File: config.mk
export PLATFORM = sky130hd
export DESIGN_NAME = md_iter_unit
export DESIGN_NICKNAME = d
export VERILOG_FILES = /design/src/rtl/md_iter_unit.sv
export SDC_FILE = /design/constraint.sdc
export NUM_CORES = 2
export LEC_CHECK = 0
export BUFFER_PORTS_ARGS = -buffer_cell sky130_fd_sc_hd__buf_2
export CORE_MARGIN = 2
export CORE_UTILIZATION = 33
export CTS_CLUSTER_SIZE = 16
export DETAILED_ROUTE_END_ITERATION = 12
export HOLD_SLACK_MARGIN = 0.1
export PLACE_DENSITY = 0.56
export RECOVER_POWER = 25
export SLEW_MARGIN = 30
export SYNTH_ARGS = -nofsm -noshare
export SYNTH_HDL_FRONTEND = slang
export SYNTH_SLANG_ARGS = --single-unit
File: constraint.sdc
create_clock -name clk -period 31.7 [get_ports clk]
set_input_delay 3.17 -clock clk [delete_from_list [all_inputs] [get_ports clk]]
set_output_delay 3.17 -clock clk [all_outputs]
set_load 0.02 [all_outputs]
File: src/rtl/md_iter_unit.sv
// Multi-cycle multiply/divide unit with HI/LO registers for the Execute stage.
// Multiply uses a latency-padded full product; divide is a bit-serial restoring divider.
module md_iter_unit #(
    parameter int WIDTH      = 32,
    parameter int MUL_CYCLES = 5
) (
    input  logic             clk,
    input  logic             reset,
    input  logic             start,
    input  logic [2:0]       opt,
    input  logic [WIDTH-1:0] v1,
    input  logic [WIDTH-1:0] v2,
    input  logic             cancel,
    output logic             busy,
    output logic             done,
    output logic [WIDTH-1:0] hi,
    output logic [WIDTH-1:0] lo
);

    localparam int MAXCNT = (WIDTH > MUL_CYCLES) ? WIDTH : MUL_CYCLES;
    localparam int CW     = $clog2(MAXCNT + 1);

    localparam logic [1:0] IDLE = 2'd0;
    localparam logic [1:0] MUL  = 2'd1;
    localparam logic [1:0] DIV  = 2'd2;

    localparam logic [2:0] OP_MULT  = 3'b000;
    localparam logic [2:0] OP_MULTU = 3'b001;
    localparam logic [2:0] OP_DIV   = 3'b010;
    localparam logic [2:0] OP_DIVU  = 3'b011;
    localparam logic [2:0] OP_MTHI  = 3'b100;
    localparam logic [2:0] OP_MTLO  = 3'b101;

    localparam logic [CW-1:0] MUL_LOAD = CW'(MUL_CYCLES);
    localparam logic [CW-1:0] DIV_LOAD = CW'(WIDTH);
    localparam logic [CW-1:0] CNT_ONE  = CW'(1);

    logic [1:0]         state_q,   state_d;
    logic [CW-1:0]      cnt_q,     cnt_d;
    logic [2*WIDTH-1:0] prod_q,    prod_d;
    logic [WIDTH:0]     rem_q,     rem_d;
    logic [WIDTH-1:0]   quo_q,     quo_d;
    logic [WIDTH-1:0]   dvsr_q,    dvsr_d;
    logic [WIDTH-1:0]   dvdRaw_q,  dvdRaw_d;
    logic               negQ_q,    negQ_d;
    logic               negR_q,    negR_d;
    logic               divZero_q, divZero_d;
    logic [WIDTH-1:0]   hi_q,      hi_d;
    logic [WIDTH-1:0]   lo_q,      lo_d;
    logic               busy_q,    busy_d;
    logic               done_q,    done_d;

    logic [2*WIDTH-1:0] mulA, mulB;
    logic               signedDiv;
    logic [WIDTH-1:0]   absA, absB;
    logic [WIDTH:0]     shifted;
    logic [WIDTH+1:0]   diff;
    logic               fits;
    logic [WIDTH:0]     remNext;
    logic [WIDTH-1:0]   quoNext;
    logic [WIDTH-1:0]   quoSigned, remSigned;

    // Operand preparation and one restoring-division step; quo_q doubles as the dividend shift register.
    always_comb begin
        mulA      = (opt == OP_MULT) ? {{WIDTH{v1[WIDTH-1]}}, v1} : {{WIDTH{1'b0}}, v1};
        mulB      = (opt == OP_MULT) ? {{WIDTH{v2[WIDTH-1]}}, v2} : {{WIDTH{1'b0}}, v2};
        signedDiv = (opt == OP_DIV);
        absA      = (signedDiv && v1[WIDTH-1]) ? -v1 : v1;
        absB      = (signedDiv && v2[WIDTH-1]) ? -v2 : v2;
        shifted   = {rem_q[WIDTH-1:0], quo_q[WIDTH-1]};
        diff      = {1'b0, shifted} - {2'b00, dvsr_q};
        fits      = ~diff[WIDTH+1];
        remNext   = fits ? diff[WIDTH:0] : shifted;
        quoNext   = {quo_q[WIDTH-2:0], fits};
        quoSigned = negQ_q ? -quoNext : quoNext;
        remSigned = negR_q ? -remNext[WIDTH-1:0] : remNext[WIDTH-1:0];
    end

    always_comb begin
        state_d   = state_q;
        cnt_d     = cnt_q;
        prod_d    = prod_q;
        rem_d     = rem_q;
        quo_d     = quo_q;
        dvsr_d    = dvsr_q;
        dvdRaw_d  = dvdRaw_q;
        negQ_d    = negQ_q;
        negR_d    = negR_q;
        divZero_d = divZero_q;
        hi_d      = hi_q;
        lo_d      = lo_q;
        done_d    = 1'b0;

        case (state_q)
            IDLE: begin
                if (start && !cancel) begin
                    case (opt)
                        OP_MULT, OP_MULTU: begin
                            prod_d  = mulA * mulB;
                            cnt_d   = MUL_LOAD;
                            state_d = MUL;
                        end
                        OP_DIV, OP_DIVU: begin
                            rem_d     = '0;
                            quo_d     = absA;
                            dvsr_d    = absB;
                            dvdRaw_d  = v1;
                            negQ_d    = signedDiv && (v1[WIDTH-1] ^ v2[WIDTH-1]);
                            negR_d    = signedDiv && v1[WIDTH-1];
                            divZero_d = (v2 == '0);
                            cnt_d     = DIV_LOAD;
                            state_d   = DIV;
                        end
                        OP_MTHI: hi_d = v1;
                        OP_MTLO: lo_d = v1;
                        default: ;
                    endcase
                end
            end
            MUL: begin
                if (cancel) begin
                    cnt_d   = '0;
                    state_d = IDLE;
                end else begin
                    cnt_d = cnt_q - CNT_ONE;
                    if (cnt_q == CNT_ONE) begin
                        hi_d    = prod_q[2*WIDTH-1:WIDTH];
                        lo_d    = prod_q[WIDTH-1:0];
                        done_d  = 1'b1;
                        state_d = IDLE;
                    end
                end
            end
            DIV: begin
                if (cancel) begin
                    cnt_d   = '0;
                    state_d = IDLE;
                end else begin
                    cnt_d = cnt_q - CNT_ONE;
                    rem_d = remNext;
                    quo_d = quoNext;
                    // The most-negative / -1 case needs no special handling: the magnitude quotient is already 2^(W-1).
                    if (cnt_q == CNT_ONE) begin
                        if (divZero_q) begin
                            hi_d = dvdRaw_q;
                            lo_d = '1;
                        end else begin
                            hi_d = remSigned;
                            lo_d = quoSigned;
                        end
                        done_d  = 1'b1;
                        state_d = IDLE;
                    end
                end
            end
            default: state_d = IDLE;
        endcase

        busy_d = (state_d != IDLE);
    end

    always_ff @(posedge clk) begin
        if (reset) begin
            state_q   <= IDLE;
            cnt_q     <= '0;
            prod_q    <= '0;
            rem_q     <= '0;
            quo_q     <= '0;
            dvsr_q    <= '0;
            dvdRaw_q  <= '0;
            negQ_q    <= 1'b0;
            negR_q    <= 1'b0;
            divZero_q <= 1'b0;
            hi_q      <= '0;
            lo_q      <= '0;
            busy_q    <= 1'b0;
            done_q    <= 1'b0;
        end else begin
            state_q   <= state_d;
            cnt_q     <= cnt_d;
            prod_q    <= prod_d;
            rem_q     <= rem_d;
            quo_q     <= quo_d;
            dvsr_q    <= dvsr_d;
            dvdRaw_q  <= dvdRaw_d;
            negQ_q    <= negQ_d;
            negR_q    <= negR_d;
            divZero_q <= divZero_d;
            hi_q      <= hi_d;
            lo_q      <= lo_d;
            busy_q    <= busy_d;
            done_q    <= done_d;
        end
    end

    assign busy = busy_q;
    assign done = done_q;
    assign hi   = hi_q;
    assign lo   = lo_q;

endmodule

Yosys cells after proc, flatten, opt, wreduce, memory -nomap -nowiden:

Cells that the tools add are included.

* flip-flop bits (word level): 269
* latch bits: 0
* memory bits (writable): 0
* memory bits (read-only): 0
* input port bits: 71
* memories kept: 0

* $add $sub $neg: 6
* multipliers: 1
* div/mod/pow operators: 0
* $lt $le $gt $ge: 0
* eq/ne operators: 17
* shifts and indexed selects: 0
* multiplexer cells: 41
* bitwise gates (word level): 3
* reduce and logical (&&, ||, !) cells: 22

Operator list (number)
* $mux 32: 25
* $pmux 32 s3: 2
* $mux 64: 2
* $neg 32->32: 4
* $pmux 32 s2: 2
* $mul 64x64->64: 1
* $sub 33x32->34: 1
* $logic_not 32->1: 1
* $pmux 6 s2: 2
* $reduce_and 7->1: 2
* $mux 6: 2
* $ne 2x2->1 const B: 5
* $reduce_and 3->1: 3
* $pmux 2 s2: 2
* $eq 3x2->1 const B: 2
* $eq 3x3->1 const B: 2
* $eq 6x1->1 const B: 1
* $mux 2: 3
* $ne 2x1->1 const B: 3
* $reduce_bool 2->1: 3
* $reduce_or 2->1: 3
* $sub 6x1->6 const B: 1
* $logic_and 1x1->1: 4
* $reduce_and 4->1: 1
* 12 further kinds: 13

Longest topological paths before layout:

* depth after elaboration: 8
* mapped depth: 38
* depth with buffers taken out: 35

Worst setup path after synthesis:

Ideal clock, no wire load.

* path type: input -> register
* from: in opt[2]
* to: reg prod_q[59]
* library setup time: 70 ps
* arrival: 12419 ps
* required time: 31630 ps
* path slack: 19211 ps
* stages: 31
* path buffers: 3
* cells stage by stage: nor3_1 and2_1 clkbuf_1 clkbuf_1 nand2_1 fa_1 inv_1 fa_1 fa_1 fa_1 fa_1 fa_1 fa_1 fa_1 fa_1 inv_1 fa_1 inv_1 ha_1 clkbuf_1 a21o_1 a21o_1 a21o_1 a21o_1 a21o_1 o41ai_1 a21oi_1 a221oi_1 xnor2_1 nand2_1 a21oi_1

* longest elaborated chain between the ends: 3
* elaborated cells between the ends (all ways): 7
* those cells by class: 1 x mul; 1 x eq/ne; 2 x mux; 3 x reduce/logical

Ends and longest elaborated chain
* start, declared: line 10 `input logic [2:0] opt,`
* $logic_not 3->1 / $eq 3x1->1 (equally long branches): line 65, 66, 97
* $mux 64, or another cell as far along: line 65 `mulA = (opt == OP_MULT) ? {{WIDTH{v1[WIDTH-1]}}, v1} : {{WIDTH{1'b0}}, v1};`
* $mul 64x64->64 / $reduce_and 3->1 (equally long branches)
* end signal, assigned: line 181 `prod_q <= prod_d;`
* end, declared: line 40 `logic [2*WIDTH-1:0] prod_q, prod_d;`

Several ways; a longest one is shown, not always the timed one.
A chain may end at the register's enable or synchronous reset.

Worst setup path after layout:

Same ends and word-level chain as after synthesis.

==> summary.txt <==
Yosys
  – Gate Count Post-Synth: 7344
  – Syn nets: 9184
  – Synth cell count leaders: inv_1, fa_1, nand2_1
  – Synth async-reset ratio: 0%
  – Dominant cell type by area after synthesis: fa_1
  – Top post-synthesis cells by area: fa_1, inv_1, dfxtp_1
  – Largest family of logic cells by synthesized area: adder cells
  – Area share of the largest cell type after synthesis: 44.4%
  – Post-synthesis xor/xnor area fraction: 3.33%
  – Post-synthesis sequential area ratio: 8.42%
  – Synth warn: 0
  – Simple logic cell fraction of the synthesized area: 15.7%
  – Syn Area/Cell: 8.71 µm²
  – Post-synthesis mux area share: 0.276%
  – Synth Area in Compound Gates: 9.09%
  – Yosys cell types: 96
  – Post-synth EDFFs: 0
  – Most common cell in the synthesized netlist: inv_1
  – Adder-Cell Fraction of Synth Area: 51.3%
  – Mapped cell area: 0.0640 mm²
  – Synth Register Bits: 269
  – Ys flop type: dfxtp_1

Global route
  – Total grt overflow: 0
  – Initial antenna violation count: 12
  – Total GRT Usage: 21.9%
  – Largest net degree at the start of global routing: 173
  – Vias in the first global route: 54300
  – First-pass GRT wire length: 332000 µm

Worst setup path
  – CP Data Arrival Time: 13920 ps
  – Critical Path Fanout Max: 30
  – Crit-path slowest cell: fa_1
  – Crit Path Category: in -> reg
  – Slowest stage delay, CP: 920 ps
  – Most frequent CP cell: fa_1
  – Critical path endpoint category: flip-flop
  – CP startpoint kind: primary input
  – Required @ worst endpoint: 31960 ps

Placement
  – Dpl hpwl: 165000 µm
  – GPL Wtd Cong: 0.938
  – IO Port Bufs: 136

Die
  – FP Rows: 161
  – IO Pins: 137
  – Die extent in x: 444 µm
  – Initial Util: 33.2%
  – Vert. Die Dim: 444 µm
  – Core area: 0.193 mm²
  – Die area: 0.197 mm²

Clock network
  – CTS tree: done
  – Reg clk slew, reported paths: 60 ps
  – Clk buf depth: 3
  – Post-CTS Resized: 0
  – Post-CTS setup buffers: 0
  – CTS HTree Levels: 1
  – Inserted Clock Buffers: 29
  – Hold_buf cts: 0
  – Root Driver: clkbuf_16
  – Sink Count: 269
  – Worst skew pair latency: 600 ps

STA
  – Finish-stage setup viols: 0
  – Total negative setup slack: 0 ps
  – Final Critical Period: 13650 ps
  – Rel. slew slack: -453%
  – Fin crit share: 43.1%
  – Count of pins over their slew limit: 309
  – Peak Freq: 73.2 MHz
  – Tightest Pin Transition: 8300 ps
  – Layout Skew: 48.2 ps
  – Fin. Hold Viols: 0
  – RSZ-0062 raised after global routing: false

Job
  – MaxCap Viol Count: 3

Routing
  – Pre-antenna DRT Iters: 6
  – Vias: 49800
  – Vias per cell: 5.12
  – Detailed Route Iter0 Violations: 3545
  – Post-DRT Antenna Nets: 0
  – Wirelength per Cell: 21.8 µm
  – Drt total wl: 212000 µm
  – Remaining DRCs: 0

Cells and area
  – P&R area growth vs syn: 6.03%
  – Share of layout cells above drive strength 1: 3.93%
  – Final nets: 8999

Outcome
  – Failing checks: max-capacitance violations, max-slew violations
  – Status: complete, but fails checks

Hold path
  – Hold Crit Class: reg -> reg
[worst max-delay path, delay by kind of cell]
family | cells | cell delay, ps
AOI/OAI and AO/OA | 9 | 2240
xor gates and xnor gates | 1 | 100
adders and majority gates | 11 | 6160
buffers and inverters | 5 | 920
and+or+nand+nor | 4 | 1250
[layer usage]
layer  wire [µm]  vias to the layer above  share of wire (%)  global-route usage, %
met2      106000                     1598                 50                   38.6
met1       84300                    25900                 40                   26.9
met4       11400                        4                5.4                   10.0
met3       11000                      422                5.2                   2.10
li1            -                    21900                  -                      -
met5          26                        -              0.012                      0
[logic make-up (layout without fill, tap and decap cells)]
kind of cell	Yosys count	in the layout
other	0	15
muxes	17	17
and+or+nand+nor	2144	2144
buffers and inverters	2018	1855
AOI/OAI and AO/OA	881	881
xor gates and xnor gates	243	243
adders and majority gates	1772	1772
DFF	269	269
[registers in the layout (all words and copies together), names as in the netlist]
signal and count:
prod_q 64, dvdRaw_q 32, dvsr_q 32, hi 32
lo 32, quo_q 32, rem_q 32, cnt_q 6
state_q 2, busy 1, divZero_q 1, done 1
negQ_q 1, negR_q 1
[path summary, 6_finish.rpt]
check / slack (ps) / from / to / cells after the start
max: 18050 / opt[2] / prod_q[59]$_SDFFE_PP0P_ / 30
min: 460 / dvdRaw_q[10]$_SDFFE_PP0P_ / dvdRaw_q[10]$_SDFFE_PP0P_ / 2
max reg2reg: 24870 / dvsr_q[8]$_SDFFE_PP0P_ / lo[26]$_SDFFE_PP0P_ / 19
min reg2reg: 460 / dvdRaw_q[10]$_SDFFE_PP0P_ / dvdRaw_q[10]$_SDFFE_PP0P_ / 2
[cells in the final DEF (no fill, tap or decap), drive strengths merged, types with 12 or more instances in the layout]
cell type,instances
o21bai,12
a211oi,46
nand3b,13
nand2b,33
o21a,14
a311oi,17
a22oi,27
or2,15
o31ai,28
nand4,22
dfxtp,269
nand2,1060
nor3,76
and2,449
or3,39
nor2,280
nand3,49
a21o,71
inv,1574
clkbuf,103
nor4,17
xnor2,167
a221oi,53
o21ai,153
o41ai,27
diode,15
fa,1419
buf,163
a21oi,310
ha,350
a31oi,27
nor2b,15
mux2i,15
and3,41
o211ai,19
xor2,76
[layout make-up]
| type | count | area [µm²] |
|---|---|---|
| diodes | 15 | 37.5 |
| clock buffers | 39 | 823 |
| clock inverters | 14 | 210 |
| fillers | 20000 | 125000 |
| inverters | 1575 | 5910 |
| multi-input cells | 5057 | 51000 |
| flip-flops and latches | 269 | 5390 |
| well taps | 2526 | 3160 |
| repair buffers | 227 | 1270 |
[through the flow]
stage	worst slack, ps	cell area, µm²	cells	hold slack, ps	utilization [%]
after floorplan	19210	64000	7344	425	-
after detailed placement	17110	66800	9651	446	34.7
after global routing	17370	67800	9712	472	35.2
final	18050	67800	9722	455	35.2
after CTS	17700	67900	9704	455	35.2
after global placement	17280	66800	9651	441	34.7
Power is left out: the tool's default activity adds up to more than one toggle a clock period on the data nets, which glitch-free logic cannot reach.
